File: src/rtl/sdram_arb_pkg.sv
`default_nettype none
// +----------------------------------------------------------------------+
// | sdram_arb_pkg                                                        |
// | Shared types and constants for the SDRAM port arbiter.               |
// | Revision: 1.0                                                        |
// +----------------------------------------------------------------------+
package sdram_arb_pkg;
    typedef enum logic [1:0] {IDLE = 2'd0, ISSUE = 2'd1, DONE = 2'd2} arb_state_e;
    typedef enum logic [1:0] {REQ_DN = 2'd0, REQ_CPU = 2'd1, REQ_SFX = 2'd2} req_id_e;
    localparam logic [7:0] TIMEOUT_FILL = 8'hFF;
endpackage
`default_nettype wire

File: src/rtl/sdram_port_arbiter_if.sv
`default_nettype none
// +----------------------------------------------------------------------+
// | sdram_arb_if                                                         |
// | Requester and SDRAM-controller side signals of the port arbiter.     |
// | Revision: 1.0                                                        |
// +----------------------------------------------------------------------+
interface sdram_arb_if #(
    parameter int ADDR_W = 25
);
    logic              dn_wr;
    logic [23:0]       dn_addr;
    logic [7:0]        dn_data;
    logic              dn_ack;
    logic              cpu_rd;
    logic [ADDR_W-1:0] cpu_addr;
    logic [7:0]        cpu_dout;
    logic              cpu_ack;
    logic              sfx_rd;
    logic [ADDR_W-1:0] sfx_addr;
    logic [7:0]        sfx_dout;
    logic              sfx_ack;
    logic [ADDR_W-1:0] sdram_addr;
    logic              sdram_rd;
    logic              sdram_wr;
    logic [7:0]        sdram_din;
    logic              sdram_ack;
    logic [7:0]        sdram_dout;
    logic              busy;
    logic              timeout_err;

    modport master (
        input  dn_wr, dn_addr, dn_data, cpu_rd, cpu_addr, sfx_rd, sfx_addr,
        input  sdram_ack, sdram_dout,
        output dn_ack, cpu_dout, cpu_ack, sfx_dout, sfx_ack,
        output sdram_addr, sdram_rd, sdram_wr, sdram_din, busy, timeout_err
    );

    modport slave (
        output dn_wr, dn_addr, dn_data, cpu_rd, cpu_addr, sfx_rd, sfx_addr,
        output sdram_ack, sdram_dout,
        input  dn_ack, cpu_dout, cpu_ack, sfx_dout, sfx_ack,
        input  sdram_addr, sdram_rd, sdram_wr, sdram_din, busy, timeout_err
    );
endinterface
`default_nettype wire

File: src/rtl/sdram_port_arbiter_timer.sv
`default_nettype none
// +----------------------------------------------------------------------+
// | sdram_arb_timer                                                      |
// | Clearable up-counter flagging expiry at LIMIT-1.                     |
// | Revision: 1.0                                                        |
// +----------------------------------------------------------------------+
module sdram_arb_timer #(
    parameter int TO_W  = 8,
    parameter int LIMIT = 255
) (
    input  wire  clk,
    input  wire  rst_n,
    input  wire  clr,
    input  wire  en,
    output logic expire
);
    localparam logic [TO_W-1:0] C_LAST = TO_W'(LIMIT - 1);

    logic [TO_W-1:0] cnt_q, cnt_d;

    always_comb begin
        cnt_d = cnt_q;
        if (clr) begin
            cnt_d = '0;
        end else if (en) begin
            cnt_d = cnt_q + 1'b1;
        end
    end

    always_ff @(posedge clk or negedge rst_n) begin
        if (!rst_n) begin
            cnt_q <= '0;
        end else begin
            cnt_q <= cnt_d;
        end
    end

    assign expire = en && (cnt_q == C_LAST);
endmodule
`default_nettype wire

File: src/rtl/sdram_port_arbiter.sv
`default_nettype none
// +----------------------------------------------------------------------+
// | sdram_port_arbiter                                                   |
// | Shares one SDRAM byte port: download first, CPU/sfx round-robin.     |
// | Revision: 1.0                                                        |
// +----------------------------------------------------------------------+
module sdram_port_arbiter
    import sdram_arb_pkg::*;
#(
    parameter int ADDR_W         = 25,
    parameter int TIMEOUT_CYCLES = 255,
    parameter int TO_W           = 8
) (
    input  wire        clk_sys,
    input  wire        RESET_N,
    sdram_arb_if.master bus
);
    localparam logic [1:0] S_IDLE  = IDLE;
    localparam logic [1:0] S_ISSUE = ISSUE;
    localparam logic [1:0] S_DONE  = DONE;

    logic [1:0]        state_q, state_d;
    logic [1:0]        gnt_q, gnt_d;
    logic              prefer_sfx_q, prefer_sfx_d;
    logic [ADDR_W-1:0] addr_q, addr_d;
    logic              rd_q, rd_d, wr_q, wr_d;
    logic [7:0]        din_q, din_d;
    logic              dn_ack_q, dn_ack_d, cpu_ack_q, cpu_ack_d, sfx_ack_q, sfx_ack_d;
    logic [7:0]        cpu_dout_q, cpu_dout_d, sfx_dout_q, sfx_dout_d;
    logic              terr_q, terr_d;
    logic              tmr_clr, tmr_en, tmr_expire;
    logic [7:0]        rsp_data;

    sdram_arb_timer #(.TO_W(TO_W), .LIMIT(TIMEOUT_CYCLES)) u_timer (
        .clk   (clk_sys),
        .rst_n (RESET_N),
        .clr   (tmr_clr),
        .en    (tmr_en),
        .expire(tmr_expire)
    );

    always_comb begin
        state_d      = state_q;
        gnt_d        = gnt_q;
        prefer_sfx_d = prefer_sfx_q;
        addr_d       = addr_q;
        rd_d         = rd_q;
        wr_d         = wr_q;
        din_d        = din_q;
        dn_ack_d     = 1'b0;
        cpu_ack_d    = 1'b0;
        sfx_ack_d    = 1'b0;
        cpu_dout_d   = cpu_dout_q;
        sfx_dout_d   = sfx_dout_q;
        terr_d       = terr_q;
        tmr_clr      = 1'b0;
        tmr_en       = 1'b0;
        // A real ack beats a coincident expiry, so it also selects the data.
        rsp_data     = bus.sdram_ack ? bus.sdram_dout : TIMEOUT_FILL;
        case (state_q)
            S_IDLE: begin
                if (bus.dn_wr) begin
                    gnt_d   = REQ_DN;
                    addr_d  = ADDR_W'(bus.dn_addr);
                    din_d   = bus.dn_data;
                    wr_d    = 1'b1;
                    state_d = S_ISSUE;
                    tmr_clr = 1'b1;
                end else if (bus.cpu_rd && !(bus.sfx_rd && prefer_sfx_q)) begin
                    gnt_d        = REQ_CPU;
                    addr_d       = bus.cpu_addr;
                    rd_d         = 1'b1;
                    prefer_sfx_d = 1'b1;
                    state_d      = S_ISSUE;
                    tmr_clr      = 1'b1;
                end else if (bus.sfx_rd) begin
                    gnt_d        = REQ_SFX;
                    addr_d       = bus.sfx_addr;
                    rd_d         = 1'b1;
                    prefer_sfx_d = 1'b0;
                    state_d      = S_ISSUE;
                    tmr_clr      = 1'b1;
                end
            end
            S_ISSUE: begin
                tmr_en = 1'b1;
                if (bus.sdram_ack || tmr_expire) begin
                    rd_d    = 1'b0;
                    wr_d    = 1'b0;
                    state_d = S_DONE;
                    if (!bus.sdram_ack) begin
                        terr_d = 1'b1;
                    end
                    case (gnt_q)
                        REQ_DN:  dn_ack_d = 1'b1;
                        REQ_CPU: begin
                            cpu_ack_d  = 1'b1;
                            cpu_dout_d = rsp_data;
                        end
                        default: begin
                            sfx_ack_d  = 1'b1;
                            sfx_dout_d = rsp_data;
                        end
                    endcase
                end
            end
            default: state_d = S_IDLE;
        endcase
    end

    always_ff @(posedge clk_sys or negedge RESET_N) begin
        if (!RESET_N) begin
            state_q      <= S_IDLE;
            gnt_q        <= REQ_DN;
            prefer_sfx_q <= 1'b0;
            addr_q       <= '0;
            rd_q         <= 1'b0;
            wr_q         <= 1'b0;
            din_q        <= '0;
            dn_ack_q     <= 1'b0;
            cpu_ack_q    <= 1'b0;
            sfx_ack_q    <= 1'b0;
            cpu_dout_q   <= '0;
            sfx_dout_q   <= '0;
            terr_q       <= 1'b0;
        end else begin
            state_q      <= state_d;
            gnt_q        <= gnt_d;
            prefer_sfx_q <= prefer_sfx_d;
            addr_q       <= addr_d;
            rd_q         <= rd_d;
            wr_q         <= wr_d;
            din_q        <= din_d;
            dn_ack_q     <= dn_ack_d;
            cpu_ack_q    <= cpu_ack_d;
            sfx_ack_q    <= sfx_ack_d;
            cpu_dout_q   <= cpu_dout_d;
            sfx_dout_q   <= sfx_dout_d;
            terr_q       <= terr_d;
        end
    end

    assign bus.sdram_addr  = addr_q;
    assign bus.sdram_rd    = rd_q;
    assign bus.sdram_wr    = wr_q;
    assign bus.sdram_din   = din_q;
    assign bus.dn_ack      = dn_ack_q;
    assign bus.cpu_ack     = cpu_ack_q;
    assign bus.sfx_ack     = sfx_ack_q;
    assign bus.cpu_dout    = cpu_dout_q;
    assign bus.sfx_dout    = sfx_dout_q;
    assign bus.timeout_err = terr_q;
    assign bus.busy        = (state_q != S_IDLE);
endmodule
`default_nettype wire

File: src/flat_wrapper.sv
// flat-port wrapper written by rule: the top's interface ports become plain ports
module sdram_port_arbiter_flat import sdram_arb_pkg::*;
#(
    parameter int ADDR_W         = 25,
    parameter int TIMEOUT_CYCLES = 255,
    parameter int TO_W           = 8
)
  (clk_sys, RESET_N, bus_dn_wr, bus_dn_addr, bus_dn_data, bus_cpu_rd, bus_cpu_addr, bus_sfx_rd, bus_sfx_addr, bus_sdram_ack, bus_sdram_dout, bus_dn_ack, bus_cpu_dout, bus_cpu_ack, bus_sfx_dout, bus_sfx_ack, bus_sdram_addr, bus_sdram_rd, bus_sdram_wr, bus_sdram_din, bus_busy, bus_timeout_err);
  sdram_arb_if #(.ADDR_W(ADDR_W)) bus_i ();
  input  wire clk_sys;
  input  wire RESET_N;
  input wire logic [$bits(bus_i.dn_wr)-1:0] bus_dn_wr;
  input wire logic [$bits(bus_i.dn_addr)-1:0] bus_dn_addr;
  input wire logic [$bits(bus_i.dn_data)-1:0] bus_dn_data;
  input wire logic [$bits(bus_i.cpu_rd)-1:0] bus_cpu_rd;
  input wire logic [$bits(bus_i.cpu_addr)-1:0] bus_cpu_addr;
  input wire logic [$bits(bus_i.sfx_rd)-1:0] bus_sfx_rd;
  input wire logic [$bits(bus_i.sfx_addr)-1:0] bus_sfx_addr;
  input wire logic [$bits(bus_i.sdram_ack)-1:0] bus_sdram_ack;
  input wire logic [$bits(bus_i.sdram_dout)-1:0] bus_sdram_dout;
  output wire logic [$bits(bus_i.dn_ack)-1:0] bus_dn_ack;
  output wire logic [$bits(bus_i.cpu_dout)-1:0] bus_cpu_dout;
  output wire logic [$bits(bus_i.cpu_ack)-1:0] bus_cpu_ack;
  output wire logic [$bits(bus_i.sfx_dout)-1:0] bus_sfx_dout;
  output wire logic [$bits(bus_i.sfx_ack)-1:0] bus_sfx_ack;
  output wire logic [$bits(bus_i.sdram_addr)-1:0] bus_sdram_addr;
  output wire logic [$bits(bus_i.sdram_rd)-1:0] bus_sdram_rd;
  output wire logic [$bits(bus_i.sdram_wr)-1:0] bus_sdram_wr;
  output wire logic [$bits(bus_i.sdram_din)-1:0] bus_sdram_din;
  output wire logic [$bits(bus_i.busy)-1:0] bus_busy;
  output wire logic [$bits(bus_i.timeout_err)-1:0] bus_timeout_err;
  assign bus_i.dn_wr = bus_dn_wr;
  assign bus_i.dn_addr = bus_dn_addr;
  assign bus_i.dn_data = bus_dn_data;
  assign bus_i.cpu_rd = bus_cpu_rd;
  assign bus_i.cpu_addr = bus_cpu_addr;
  assign bus_i.sfx_rd = bus_sfx_rd;
  assign bus_i.sfx_addr = bus_sfx_addr;
  assign bus_i.sdram_ack = bus_sdram_ack;
  assign bus_i.sdram_dout = bus_sdram_dout;
  assign bus_dn_ack = bus_i.dn_ack;
  assign bus_cpu_dout = bus_i.cpu_dout;
  assign bus_cpu_ack = bus_i.cpu_ack;
  assign bus_sfx_dout = bus_i.sfx_dout;
  assign bus_sfx_ack = bus_i.sfx_ack;
  assign bus_sdram_addr = bus_i.sdram_addr;
  assign bus_sdram_rd = bus_i.sdram_rd;
  assign bus_sdram_wr = bus_i.sdram_wr;
  assign bus_sdram_din = bus_i.sdram_din;
  assign bus_busy = bus_i.busy;
  assign bus_timeout_err = bus_i.timeout_err;
  sdram_port_arbiter #(.ADDR_W(ADDR_W), .TIMEOUT_CYCLES(TIMEOUT_CYCLES), .TO_W(TO_W)) u_core (.clk_sys(clk_sys), .RESET_N(RESET_N), .bus(bus_i));
endmodule
File: config.mk
export PLATFORM = sky130hd
export DESIGN_NAME = sdram_port_arbiter_flat
export DESIGN_NICKNAME = d
export VERILOG_FILES = /design/src/rtl/sdram_arb_pkg.sv /design/src/rtl/sdram_port_arbiter_if.sv /design/src/rtl/sdram_port_arbiter_timer.sv /design/src/rtl/sdram_port_arbiter.sv /design/src/flat_wrapper.sv
export SDC_FILE = /design/constraint.sdc
export NUM_CORES = 1
export LEC_CHECK = 0
export BUFFER_PORTS_ARGS = -buffer_cell sky130_fd_sc_hd__buf_2
export CAP_MARGIN = 25
export CORE_MARGIN = 3
export CORE_UTILIZATION = 48
export DETAILED_ROUTE_END_ITERATION = 10
export MAX_ROUTING_LAYER = met4
export PLACE_DENSITY_LB_ADDON = 0.1
export SYNTH_ARGS = -nofsm -noshare
export SYNTH_HDL_FRONTEND = slang
export SYNTH_SLANG_ARGS = --single-unit
File: constraint.sdc
create_clock -name clk_sys -period 1.9 [get_ports clk_sys]
set_input_delay 0 -clock clk_sys [delete_from_list [all_inputs] [get_ports clk_sys]]
set_output_delay 0 -clock clk_sys [all_outputs]
set_load 0.05 [all_outputs]
Yosys cells after proc, flatten, opt, wreduce, memory -nomap -nowiden --
Cells that the tools add are included.
Word-level totals: register bits 68, input port bits 96, logic and storage cells 85
Operators by class: add/sub/neg operators 1, eq/ne operators 8, muxes and demuxes 37, bitwise gates (word level) 3, reduce and logical (&&, ||, !) cells 22
Operator list (number):
- $mux 25 | 3
- $mux 8 | 3
- $mux 1 | 21
- $reduce_and 3->1 | 5
- $mux 2 | 7
- $add 8x1->8 const B | 1
- $eq 8x8->1 const B | 1
- $reduce_bool 2->1 | 4
- $reduce_and 2->1 | 3
- $eq 2x1->1 const B | 2
- $logic_not 2->1 | 2
- $ne 2x2->1 const B | 2
- $ne 4x3->1 const B | 1
- $pmux 1 s2 | 2
- $pmux 2 s2 | 1
- $reduce_and 4->1 | 1
- $logic_and 1x1->1 | 3
- $ne 3x2->1 const B | 1
- $not 1->1 | 3
- $reduce_bool 3->1 | 1
- $ne 2x1->1 const B | 1
- $reduce_or 2->1 | 1
- $logic_not 1->1 | 1
- $logic_or 1x1->1 | 1

Logic depth before layout (Yosys ltp) --
Gate-level depths: netlist of run 1.
word-level depth 7, depth in mapped cells 6, gate-level depth less buffers 5

Hierarchy --
Synthesis of run 1 repeated with hierarchy kept, for this count alone.
Second synthesis, totals: cells, all modules 288, area total of the unflattened synthesis 3394.5 µm²
By module, submodules not included:
- sdram_port_arbiter | times used 1, cells each 247, area an instance 2982.9 µm², sequential area each 1501.4 µm²
- sdram_arb_timer | times used 1, cells each 41, area an instance 411.6 µm², sequential area each 200.2 µm²

Least setup slack after synthesis of run 1 --
Ideal clock, no wire load.
path kind flip-flop to flip-flop, start point register u_core.state_q[0], end point register u_core.addr_q[16], in the netlist u_core.bus.sdram_addr[16], arrival 1674 ps, required time 1813 ps, slack 139 ps, stages on the path, launching flop included 7, path buffers 3, path through dfrtp_1 -> buf_2 -> or2_0 -> clkbuf_1 -> clkbuf_1 -> o21ai_0 -> o211ai_1
Between the ends: longest elaborated chain between the ends 2
RTL lines:
- from (decl) | RTL line sdram_port_arbiter.sv:22 | logic [1:0] state_q, state_d;
- from (signal assigned) | RTL line sdram_port_arbiter.sv:127 | state_q <= state_d;
- $logic_not 2->1 | RTL line sdram_port_arbiter.sv:60 | case (state_q)
- $reduce_and 2->1 (no source line)
- to (signal assigned) | RTL line sdram_port_arbiter.sv:130 | addr_q <= addr_d;
- to (decl) | RTL line sdram_port_arbiter.sv:25 | logic [ADDR_W-1:0] addr_q, addr_d;
Every way passes these cells. A chain may end at the register's enable or synchronous reset.

Worst setup path in the final report of run 1 --
start point input port bus_sfx_rd, end point register u_core.state_q[0]
Between the ends: longest elaborated chain between the ends 6, elaborated cells on any way between the ends 8, classes of those cells 1 x eq/ne; 3 x mux; 4 x reduce/logical
RTL lines:
- from (decl) | RTL line flat_wrapper.sv:17 | input wire logic [$bits(bus_i.sfx_rd)-1:0] bus_sfx_rd;
- $logic_and 1x1->1 | RTL line sdram_port_arbiter.sv:69 | end else if (bus.cpu_rd && !(bus.sfx_rd && prefer_sfx_q)) begin
- $logic_not 1->1 | RTL line sdram_port_arbiter.sv:69
- $logic_and 1x1->1 | RTL line sdram_port_arbiter.sv:69
- $mux 2 | RTL line sdram_port_arbiter.sv:69
- $mux 2 | RTL line sdram_port_arbiter.sv:62 | if (bus.dn_wr) begin
- $pmux 2 s2 | RTL line sdram_port_arbiter.sv:60
Parallel ways exist; a longest one is shown, timed or not.

==> results of run 1 <==
-- cell usage after synthesis (2+ instances only) --
cell	number	area, um^2
mux2_2	8	90.09
o22ai_1	9	56.30
nand2b_1	9	56.30
a22o_1	2	17.52
o22a_1	2	17.52
buf_4	2	15.01
or4_1	2	15.01
inv_1	31	116.4
nor2b_1	2	12.51
or3_1	3	18.77
mux2i_1	20	200.2
nand3_1	2	10.01
o211ai_1	12	90.09
nand4b_1	2	17.52
nor3_1	28	140.1
nand2_1	14	52.55
a2bb2oi_1	13	113.9
o32ai_2	9	146.4
dfrtp_1	68	1702
ha_1	2	25.02
clkbuf_1	12	45.04
a21oi_1	22	110.1
o31ai_1	3	22.52
o21ai_0	14	70.07
o32ai_1	4	35.03
buf_2	9	45.04
nor2_1	6	22.52
buf_6	3	33.78
-- cells by family after synthesis --
kind of cell    share of synthesized area
buf+inv                           0.07378
xor+xnor                         0.002532
compound gates                     0.2156
flops                              0.4919
fa+ha+maj                        0.007232
simple gates                       0.1251
mux                               0.08391
-- path summary, 6_finish.rpt --
kind / slack, ns / depth (start not counted) / start / endpoint
hold / removal: -0.005 / 3 / bus_sfx_addr[18] / u_core.bus.sdram_addr[18]$_DFFE_PN0P_
min in group asynchronous: 0.18 / 3 / RESET_N / u_core.bus.cpu_dout[4]$_DFFE_PN0P_
max in group asynchronous: 1.38 / 3 / RESET_N / u_core.state_q[0]$_DFFE_PN0P_
hold reg to reg: 0.47 / 1 / u_core.bus.timeout_err$_DFFE_PN0P_ / u_core.bus.timeout_err$_DFFE_PN0P_
setup / recovery: 0.19 / 6 / bus_sfx_rd / u_core.state_q[0]$_DFFE_PN0P_
setup reg to reg: 0.25 / 3 / u_core.state_q[1]$_DFFE_PN0P_ / u_core.bus.sdram_addr[1]$_DFFE_PN0P_
-- flip-flops by register name, summed over array words and instances, names as in the netlist, 2 cells and up --
| name | count |
|---|---|
| u_core.bus.sdram_din | 8 |
| u_core.bus.sdram_addr | 25 |
| u_core.bus.cpu_dout | 8 |
| u_core.bus.sfx_dout | 8 |
| u_core.state_q | 2 |
| u_core.gnt_q | 2 |
| u_core.u_timer.cnt_q | 8 |
-- where the power goes --
group          leakage, nW  switching [W]  internal [W]
clock network       0.0872       0.000550      0.000533
logic                 1.41        0.00298       0.00131
registers            0.871       0.000391       0.00201
-- tightest hold or removal path: stages --
cell and delay [ns]:
buf_2 0.08, mux2i_1 0.06, o211ai_1 0.16
-- stage by stage --
| step | util | hold WS, ns |
|---|---|---|
| finish | 0.7190 | -0.005172 |
| global route | 0.7190 | 0.02856 |
| CTS | 0.7190 | 0.001326 |
| detailed placement | 0.6283 | 0.04877 |
| global placement | 0.6283 | 0.05523 |
| floorplan | - | -0.2956 |
-- layer usage --
metal / vias to the layer above / wire [um]
met4: 0 / 144
met2: 143 / 5280
met1: 1600 / 4286
met3: 13 / 762
met5: - / 0
li1: 1596 / -
-- final cells by class --
class,instances,area [um^2],area share
clock inverter,4,25.02,0.005039
tap,96,120.1,0.02419
timing repair buffer,208,1334,0.2686
sequential,68,1702,0.3427
clock buffer,11,151.4,0.03049
multi-input combinational,207,1518,0.3056
inverter,31,116.4,0.02343
-- timing repair --
item	4_1_cts	5_1_grt
endpoints found under the hold margin	98	0
buffers inserted	0	0
hold buffers	45	0
==> summary.md, run 1 <==
| Metric | Value |
|---|---|
| Outcome | `finished with violations` |
| Failing checks | `hold timing` |
| Commonest non-fill, non-tap cells in the layout | `151 x buf_2, 68 x dfrtp_1, 45 x dlygate4sd3_1` |
| Cell breakdown of the critical path | `dlygate4sd3_1 -> buf_2 -> nor3_2 -> nor2_2 -> buf_12 -> a21o_1` |
| Post-DRT Antenna Nets | `0` |
| Diode count | `0` |
| Clock Pin Slew Worst Setup and Hold Paths | `0.08 ns` |
| Syn. warnings | `0` |
| Layout filler cell count | `518` |
| Final Instance Area | `4966 um^2` |
| Setup tns final | `0 ns` |
| H-tree depth | `3` |
| Layout cell share with drive strength beyond 1 | `0.3819` |
| Die Wd | `90.90 um` |
| Core ar. | `6907 um^2` |
| Iter 0 DRT Violations | `200` |
| Critical path class | `in2reg` |
| Peak VDD IR | `0.0009553 V` |
| Worst hold path type | `in2reg` |
| Die Height | `90.90 um` |
| Clk buf depth | `2` |
| Placed insts | `565` |
| Hold slack | `-0.005172 ns` |
| Busiest grt layer | `met2` |
| DRT Pass-1 Iters | `4` |
| Share of flip-flops with an asynchronous set or reset | `1.000` |
| TritonCTS clock tree | `yes` |
| Highest Clock Rate | `584.4 MHz` |
| Slew @ Worst Pin | `0.9436 ns` |
| Cell Count, Final, Fillers Out | `625` |
| Cts bufs inserted | `9` |
| CP startpoint kind | `input pin` |
| Max incr delay on CP | `0.75 ns` |
| Synth Cell Area | `3460 um^2` |
| First-pass GRT wire length | `17500 um` |
| DRT Wirelength | `10470 um` |
| Grt met3 use | `0.05250` |
| Required @ worst endpoint | `2.12 ns` |
| Slew Viols, Final | `0` |
| Clock Sinks | `68` |
| Gpl congestion | `0.7871` |
| CP endpoint kind | `register` |
| Vias in the first global route | `3451` |
| DRC viols | `0` |
| Clock period minus final worst setup slack | `1.711 ns` |
| Via/cell ratio | `5.363` |
| # nets final | `623` |
| Tcrit/Tclk final | `0.9007` |
| Met2 Use GR | `0.4422` |
| Initial Utilization | `0.5009` |
| Power Density | `1567 nW/um^2` |
| Headroom to the max-slew limit | `0.3667` |
| Dominant synthesized flop cell | `dfrtp_1` |
| Area after DPL | `4339 um^2` |
| Hpwl dp | `6558 um` |
| Buf+Inv Stages, Crit Path | `3` |
| Vias | `3352` |
| GRT Overall Usage | `0.2693` |
| Clk root buf | `clkbuf_8` |
| CP top delay family | `buffers and inverters` |
| Mapped Cells | `332` |
| Final hold vios | `2` |
| Per-cell routed wire length | `16.76 um` |
| Die ar. | `8262 um^2` |
| Skew final | `0.01701 ns` |
| P_leak | `2.367 nW` |
| Max-cap violation count | `0` |
| PostCTS Resize Cnt | `0` |
| CP Data Arrival Time | `1.93 ns` |
| Most common cell after layout, fill and taps aside | `buf_2` |
| Seq cells post-synth | `68` |
| RSZ-0062 raised after global routing | `false` |
| Setup ws final | `0.1888 ns` |
| Synthesized area per cell | `10.42 um^2` |
| Syn_nets | `430` |
| M1 GR Usage | `0.3406` |
| Final setup viols | `0` |
| Crit-path slowest cell | `nor3_2` |
| Register area share after synthesis | `0.4919` |
| Initial antenna violation count | `0` |
| Ports | `152` |
| Largest fanout on the critical path | `20` |
| GR Overflow Total | `0` |
| Dpl ws | `0.2521 ns` |
| EDFF count, synth | `0` |
| Largest net degree at the start of global routing | `69` |
| Total Power | `0.007784 W` |
| Area growth syn-to-layout | `43.54%` |
| Port Buffers | `151` |
| Clk Latency, worst-skew pair | `0.34 ns` |
| Row count | `30` |
| Yosys cell types | `47` |
(Power assumes the default switching activity.)
==> run 2, diff against run 1 <==
==> constraint.sdc (replaced) <==
create_clock -name clk_sys -period 1.9 [get_ports clk_sys]
set_input_delay 0 -clock clk_sys [delete_from_list [all_inputs] [get_ports clk_sys]]
set_output_delay 0 -clock clk_sys [all_outputs]
set_load 0.1 [all_outputs]
==> run 2 against run 1 <==
Compared with the run above: the run now ends clean; sequential power about the same; first-iteration DRC count fell by 16%; critical path depth decreased by 1; count of clock-buffer cells in the layout increased by 2; register-to-register slack worse by 0.15 ns; total power increased by 26%; die area unchanged; largest cell class unchanged.
==> summary.md, run 2 (synthesized netlist as in run 1, its figures left out) <==
| Metric | Value |
|---|---|
| Skew final | `0.006489 ns` |
| Buf+Inv Stages, Crit Path | `2` |
| Grt met3 use | `0.06167` |
| Slew Viols, Final | `0` |
| Final setup viols | `0` |
| Largest fanout on the critical path | `13` |
| CP top delay family | `buffers and inverters` |
| Setup tns final | `0 ns` |
| Die Wd | `90.90 um` |
| Clk Latency, worst-skew pair | `0.33 ns` |
| CP startpoint kind | `register` |
| Vias | `3438` |
| Layout filler cell count | `519` |
| GR Overflow Total | `0` |
| Busiest grt layer | `met2` |
| # nets final | `635` |
| Via/cell ratio | `5.397` |
| Critical path class | `reg2reg` |
| Slew @ Worst Pin | `0.9028 ns` |
| Clk buf depth | `2` |
| Hpwl dp | `6608 um` |
| DRC viols | `0` |
| Multi-input gate area | `1523 um^2` |
| Cell breakdown of the critical path | `a21boi_4 -> buf_12 -> mux2i_1 -> dlygate4sd3_1 -> o211ai_1` |
| Worst hold path type | `in2reg` |
| Final hold vios | `0` |
| Per-cell routed wire length | `17.20 um` |
| Clock Pin Slew Worst Setup and Hold Paths | `0.07 ns` |
| Highest Clock Rate | `554.2 MHz` |
| Clk root buf | `clkbuf_8` |
| Die Height | `90.90 um` |
| RSZ-0062 raised after global routing | `false` |
| DRT Pass-1 Iters | `4` |
| Tcrit/Tclk final | `0.9497` |
| Row count | `30` |
| Layout cell share with drive strength beyond 1 | `0.3789` |
| Max incr delay on CP | `0.56 ns` |
| Outcome | `complete, no violations` |
| Clock period minus final worst setup slack | `1.804 ns` |
| Initial antenna violation count | `0` |
| Headroom to the max-slew limit | `0.3941` |
| P_leak | `2.447 nW` |
| Post-DRT Antenna Nets | `0` |
| GRT Overall Usage | `0.2685` |
| Met2 Use GR | `0.4212` |
| Max-cap violation count | `0` |
| Ports | `152` |
| Crit-path slowest cell | `dlygate4sd3_1` |
| DRT Wirelength | `10960 um` |
| Vias in the first global route | `3530` |
| Hold slack | `0.01983 ns` |
| Power Density | `1911 nW/um^2` |
| First-pass GRT wire length | `17310 um` |
| Flip-flop count of the largest register after layout | `25` |
| Area growth syn-to-layout | `48.14%` |
| Clock Sinks | `68` |
| TritonCTS clock tree | `yes` |
| Die ar. | `8262 um^2` |
| Largest net degree at the start of global routing | `69` |
| Peak VDD IR | `0.001332 V` |
| Most common cell after layout, fill and taps aside | `buf_2` |
| Initial Utilization | `0.5009` |
| M1 GR Usage | `0.3371` |
| Required @ worst endpoint | `2.08 ns` |
| FF+latch area | `1703 um^2` |
| CP Data Arrival Time | `1.98 ns` |
| CP endpoint kind | `register` |
| Commonest non-fill, non-tap cells in the layout | `150 x buf_2, 67 x dfrtp_1, 53 x dlygate4sd3_1` |
| Gpl congestion | `0.7635` |
| Port Buffers | `151` |
| Core ar. | `6907 um^2` |
| Iter 0 DRT Violations | `169` |
| Diode count | `0` |
| Cts bufs inserted | `9` |
| H-tree depth | `3` |
[run 2: cell types whose count changed in the layout (fill, tap and decap cells not counted), moves of 2 or more]
cell           delta
buf_12            +2
clkinvlp_4        -2
dlygate4sd3_1     +8
clkbuf_1          +2
[run 2: path summary, 6_finish.rpt]
kind	startpoint	to	slack [ns]	cells past startpoint
max reg2reg	u_core.prefer_sfx_q$_DFFE_PN0P_	u_core.bus.sdram_addr[21]$_DFFE_PN0P_	0.1	5
max	u_core.prefer_sfx_q$_DFFE_PN0P_	u_core.bus.sdram_addr[21]$_DFFE_PN0P_	0.1	5
min	bus_dn_addr[2]	u_core.bus.sdram_addr[2]$_DFFE_PN0P_	0.02	3
min in group asynchronous	RESET_N	u_core.bus.cpu_dout[2]$_DFFE_PN0P_	0.20	3
max in group asynchronous	RESET_N	u_core.prefer_sfx_q$_DFFE_PN0P_	1.36	3
min reg2reg	u_core.bus.timeout_err$_DFFE_PN0P_	u_core.bus.timeout_err$_DFFE_PN0P_	0.48	1
[run 2: layer usage]
layer	vias up	wire length, um
met1	1649	4542
met4	0	142
met5	-	0
met2	152	5462
met3	14	810
li1	1623	-
[run 2: final cells by class]
| class | instances | area share |
|---|---|---|
| tap | 96 | 0.02344 |
| clock buffer | 13 | 0.03101 |
| inverter | 31 | 0.02271 |
| timing repair buffer | 220 | 0.2915 |
| clock inverter | 2 | 0.001953 |
| multi-input combinational | 207 | 0.2971 |
| sequential | 68 | 0.3323 |
[run 2: timing repair]
| item | CTS | global route |
|---|---|---|
| gates resized for setup | 0 | 4 |
| setup endpoints to repair | 0 | 3 |
| setup buffers | 0 | 1 |
| hold endpoints to repair | 99 | 2 |
| hold buffers | 51 | 3 |
[run 2: metrics by stage]
| stage | utilization | total power, W | std cells | worst slack (ns) | instance area (um^2) |
|---|---|---|---|---|---|
| after CTS | 0.7306 | 0.009744 | 632 | 0.02800 | 5046 |
| after global routing | 0.7420 | 0.01022 | 637 | 0.03749 | 5125 |
| after floorplan | - | 0.007430 | 332 | 0.1532 | 3461 |
| after detailed placement | 0.6322 | 0.008591 | 566 | 0.2410 | 4367 |
| after global placement | 0.6322 | 0.008504 | 566 | 0.3116 | 4367 |
| final | 0.7420 | 0.009794 | 637 | 0.09557 | 5125 |
[run 2: worst min-delay path, cell delays in order]
cell and delay (ns):
buf_2 0.10, a2bb2oi_1 0.13, o32ai_1 0.08
[run 2: power breakdown]
part           switching (W)  internal (W)
sequential          0.000394       0.00201
combinational        0.00493       0.00141
clock               0.000505      0.000535
